$ cat src/rtl/cbs_sub_seq.sv
// cbs_sub_seq: multi-cycle sliced subtractor.
// Computes diff = a - b - bin one SLICE-bit slice per clock, LSB slice first,
// rippling the borrow between slices. Valid/ready handshake on both sides;
// a new operand set is only accepted in IDLE.
module cbs_sub_seq #(
    parameter int WIDTH = 32,
    parameter int SLICE = 8
) (
    input  logic             clk,
    input  logic             rst_n,
    input  logic             in_valid,
    output logic             in_ready,
    input  logic [WIDTH-1:0] a,
    input  logic [WIDTH-1:0] b,
    input  logic             bin,
    output logic             out_valid,
    input  logic             out_ready,
    output logic [WIDTH-1:0] diff,
    output logic             bout,
    output logic             ovf,
    output logic             zero
);

    localparam int NSLICE = WIDTH / SLICE;
    localparam int CW     = (NSLICE > 1) ? $clog2(NSLICE) : 1;

    typedef enum logic [1:0] {
        IDLE = 2'd0,
        RUN  = 2'd1,
        DONE = 2'd2
    } state_t;

    state_t           state;
    state_t           state_next;
    logic [CW-1:0]    cnt;
    logic             borrow;
    logic [WIDTH-1:0] a_reg;
    logic [WIDTH-1:0] b_reg;
    logic [SLICE-1:0] a_slice;
    logic [SLICE-1:0] b_slice;
    logic [SLICE-1:0] d;
    logic             borrow_next;
    logic [WIDTH-1:0] diff_new;
    logic             last;
    logic             accept;

    // State register
    always_ff @(posedge clk or negedge rst_n) begin
        if (!rst_n) begin
            state <= IDLE;
        end else begin
            state <= state_next;
        end
    end

    // Next-state logic
    always_comb begin
        state_next = state;
        case (state)
            IDLE:    if (accept)    state_next = RUN;
            RUN:     if (last)      state_next = DONE;
            DONE:    if (out_ready) state_next = IDLE;
            default:                state_next = IDLE;
        endcase
    end

    // Handshake outputs decoded purely from the state register
    always_comb begin
        in_ready  = (state == IDLE);
        out_valid = (state == DONE);
    end

    // Current slice subtraction and the full diff including this slice
    always_comb begin
        accept   = in_valid & in_ready;
        last     = (cnt == CW'(NSLICE - 1));
        a_slice  = a_reg[cnt*SLICE +: SLICE];
        b_slice  = b_reg[cnt*SLICE +: SLICE];
        // Bit SLICE of the widened difference is set exactly when the slice underflows
        {borrow_next, d} = {1'b0, a_slice} - {1'b0, b_slice} - {{SLICE{1'b0}}, borrow};
        diff_new = diff;
        diff_new[cnt*SLICE +: SLICE] = d;
    end

    // Operand capture, slice sequencing and result registers
    always_ff @(posedge clk or negedge rst_n) begin
        if (!rst_n) begin
            a_reg  <= '0;
            b_reg  <= '0;
            borrow <= 1'b0;
            cnt    <= '0;
            diff   <= '0;
            bout   <= 1'b0;
            ovf    <= 1'b0;
            zero   <= 1'b0;
        end else begin
            case (state)
                IDLE: begin
                    if (accept) begin
                        a_reg  <= a;
                        b_reg  <= b;
                        borrow <= bin;
                        cnt    <= '0;
                    end
                end
                RUN: begin
                    diff   <= diff_new;
                    borrow <= borrow_next;
                    if (last) begin
                        cnt  <= '0;
                        bout <= borrow_next;
                        ovf  <= (a_reg[WIDTH-1] != b_reg[WIDTH-1]) &&
                                (diff_new[WIDTH-1] != a_reg[WIDTH-1]);
                        zero <= (diff_new == '0);
                    end else begin
                        cnt <= cnt + 1'b1;
                    end
                end
                default: ;
            endcase
        end
    end

endmodule

$ cat config.mk
export PLATFORM = sky130hd
export DESIGN_NAME = cbs_sub_seq
export DESIGN_NICKNAME = d
export VERILOG_FILES = /design/src/rtl/cbs_sub_seq.sv
export SDC_FILE = /design/constraint.sdc
export NUM_CORES = 1
export LEC_CHECK = 0
export BUFFER_PORTS_ARGS = -buffer_cell sky130_fd_sc_hd__buf_2
export CORE_ASPECT_RATIO = 0.7
export CORE_MARGIN = 1.5
export CORE_UTILIZATION = 30
export DETAILED_ROUTE_END_ITERATION = 10
export PLACE_DENSITY_LB_ADDON = 0.08
export SYNTH_ARGS = -nofsm -noshare
export SYNTH_HDL_FRONTEND = slang
export SYNTH_SLANG_ARGS = --single-unit
$ cat constraint.sdc
create_clock -name clk -period 4.3 [get_ports clk]
set_input_delay 0.215 -clock clk [delete_from_list [all_inputs] [get_ports clk]]
set_output_delay 0.215 -clock clk [all_outputs]
set_load 0.02 [all_outputs]
==> flow_summary_export.csv <==
group,metric,value,unit
cells_and_area,final_cell_mix,"229 x nand2_1, 104 x dfrtp_1, 104 x buf_2, 30 x o21ai_0, 27 x inv_1",
cells_and_area,syn_to_final_growth,21.47,%
floorplan,start_util,30.43,%
placement,gp_congestion,0.8147,
clock_network,cts_buffer_depth,2,
logic_synthesis,yosys-top-cells-area,"dfrtp_1 50%, nand2_1 17%, mux4_2 5.2%",
timing,maxSlewHeadroom,35.18,%
logic_synthesis,ys_ff_latch,104,
grt,grt_max_degree,76,
clock_network,cts.clk_slew.worst_paths,0.07,ns
grt,grt_pass1_vias,4464,
floorplan,rows,40,
critical_path,startpoint_type,"flop",
timing,setup-tns-final,0,ns
timing,fin_skew,0.01006,ns
placement,preCtsSetupSlack,0.7333,ns
job,maxCapViolations,0,
timing,min_period_over_period,82.79,%
critical_path,setup.worst_path.end_class,"flop",
floorplan,fp.dieW,160.2,um
cells_and_area,drive_gt1_share,22.86,%
critical_path,path_max_fanout,22,
timing,hold-worst-slack,0.02175,ns
worst_hold_path,hold_path_class,"in -> async",
timing,slew_violations,0,
logic_synthesis,syn_inst,557,
logic_synthesis,synth_ff_type,"dfrtp_1",
clock_network,h-tree-depth,3,
critical_path,cp_data_required_time,4.58,ns
timing,worst_pin_slew,0.9722,ns
clock_network,cts-root-buf,"clkbuf_16",
clock_network,cts_made_buffers,9,
placement,dp_hpwl,10780,um
floorplan,io_pins,106,
critical_path,path_class,"reg -> reg",
logic_synthesis,ys_seq_area_share,50.12,%
clock_network,hold_buffers,0,
logic_synthesis,synth_area,5192,um2
logic_synthesis,yosys.area.top_type_share,50.12,%
grt,overflow,0,
grt,antenna_found_initial,0,
logic_synthesis,synth_largest_area_cell,"dfrtp_1",
detailed_routing,wl_per_cell,16.09,um
critical_path,worstPathCellList,"buf_4, mux4_2, fa_1, ha_1, nand2_1, o221ai_2, xor2_1, o32a_1, a2111oi_2, a22o_1",
critical_path,slowest_delay,0.56,ns
floorplan,die_h,113.1,um
detailed_routing,route.detailed.drc,0,
critical_path,cp.arrival,3.84,ns
logic_synthesis,synthesis.nets,646,
cells_and_area,final_core_util,36.96,%
timing,max_freq,0.2809,GHz
logic_synthesis,synth.distinct_cells,51,
grt,grt_pass1_wl,24120,um
timing,grt_setup_unrepaired,"no",
grt,track_usage,17.14,%
logic_synthesis,synth_area_per_cell,9.322,um2
detailed_routing,firstDrtPassIters,4,
timing,setup_viol,0,
outcome,outcome,"finished clean",
timing,timing.final.ws_setup,0.7399,ns
logic_synthesis,ys_warn_count,0,
clock_network,cts_tree,"yes",
clock_network,clock_latency,0.35,ns
critical_path,crit_buf_inv,1,
critical_path,cp_slowest_cell,"mux4_2",
detailed_routing,route.final.wire_length,14420,um
clock_network,cts.sinks,104,
timing,min_period,3.560,ns
clock_network,cts.repair.resized,0,
logic_synthesis,ys_async_sr_fraction,100.0,%
detailed_routing,drt-vias-per-instance,4.704,
cells_and_area,num_antenna_cells,0,
detailed_routing,dr.first_iter.drc_count,236,
floorplan,dieArea,18120,um2
placement,io_buffer_count,105,
timing,hold_viol,0,
logic_synthesis,synth_edf_count,0,
cells_and_area,layout_commonest_cell,"nand2_1",
critical_path,cp_top_family,"compound AO/OA/AOI/OAI gates",
floorplan,core-area,17070,um2
cells_and_area,nNetsFinal,749,
clock_network,cts_setup_buffers,0,
detailed_routing,ant_nets,0,
detailed_routing,vias,4215,
[kinds of logic (layout without fill, tap and decap cells)]
family	count (synthesis)	in the layout	synth area share [%]
buf+inv	50	158	3.807
mux	18	18	7.614
xor+xnor	6	6	1.012
fa+ha+maj	20	20	5.109
compound gates	77	77	10.17
flops	104	104	50.12
simple gates	282	282	22.17
[per-layer routing]
metal  routed length [um]  vias up  GRT usage [%]  part of all wire, %
li1                     -     2062              -                    -
met1                 7370     2050          25.33                   51
met2                 6324      101          25.97                   44
met3                  683        2          3.372                  4.7
met4                   37        0          3.738                 0.26
met5                    0        -              0                    0
[Yosys cell counts (2+ instances only)]
cell type / instances
o2111ai_1: 2
xnor2_1: 4
nor2b_1: 5
nor3_1: 4
nor2_1: 17
buf_1: 6
nand4_1: 2
o21ai_0: 30
mux4_2: 12
nand2b_1: 5
or4b_1: 2
inv_1: 27
a21oi_1: 9
ha_1: 18
fa_1: 2
buf_2: 2
nand3_1: 3
nor4_1: 6
xor2_1: 2
mux4_1: 3
a22o_1: 13
o22ai_1: 3
o21a_1: 2
a31oi_1: 3
dfrtp_1: 104
clkbuf_1: 14
o31ai_1: 4
nand2_1: 230
[final timing paths]
| kind | depth (start not counted) | slack [ns] | end | start |
|---|---|---|---|---|
| worst max-delay path | 10 | 0.74 | zero | cnt[0] |
| worst min-delay path | 1 | 0.02 | diff[17] | rst_n |
| worst max register to register | 10 | 0.74 | zero | cnt[0] |
| worst min register to register | 2 | 0.48 | b_reg[28] | b_reg[28] |
| max in group asynchronous | 2 | 3.29 | bout | rst_n |
| min in group clk | 3 | 0.05 | a_reg[18] | a[18] |
[layout make-up]
| cell class | count | area (um2) |
|---|---|---|
| well taps | 231 | 289.0 |
| clock buffers | 9 | 225.2 |
| fillers | 1779 | 10760 |
| repair buffers | 115 | 615.6 |
| clock inverters | 7 | 77.57 |
| multi-input cells | 403 | 2396 |
| inverters | 27 | 101.3 |
| flip-flops and latches | 104 | 2603 |
[worst reg2reg max path: stages (launching register included)]
cell       delay (ns)
dfrtp_1          0.34
buf_4            0.31
mux4_2           0.56
fa_1             0.40
ha_1             0.33
nand2_1          0.10
o221ai_2         0.29
xor2_1           0.25
o32a_1           0.40
a2111oi_2        0.32
a22o_1           0.18
[through the flow]
| step | area, um2 | std cells |
|---|---|---|
| 2_1_floorplan | 5192 | 557 |
| 3_3_place_gp | 6005 | 880 |
| 3_5_place_dp | 6005 | 880 |
| 4_1_cts | 6307 | 896 |
| 5_1_grt | 6307 | 896 |
| 6_report | 6307 | 896 |
Power is left out: the tool's default activity adds up to more than one toggle a clock period on the data nets, which glitch-free logic cannot reach.
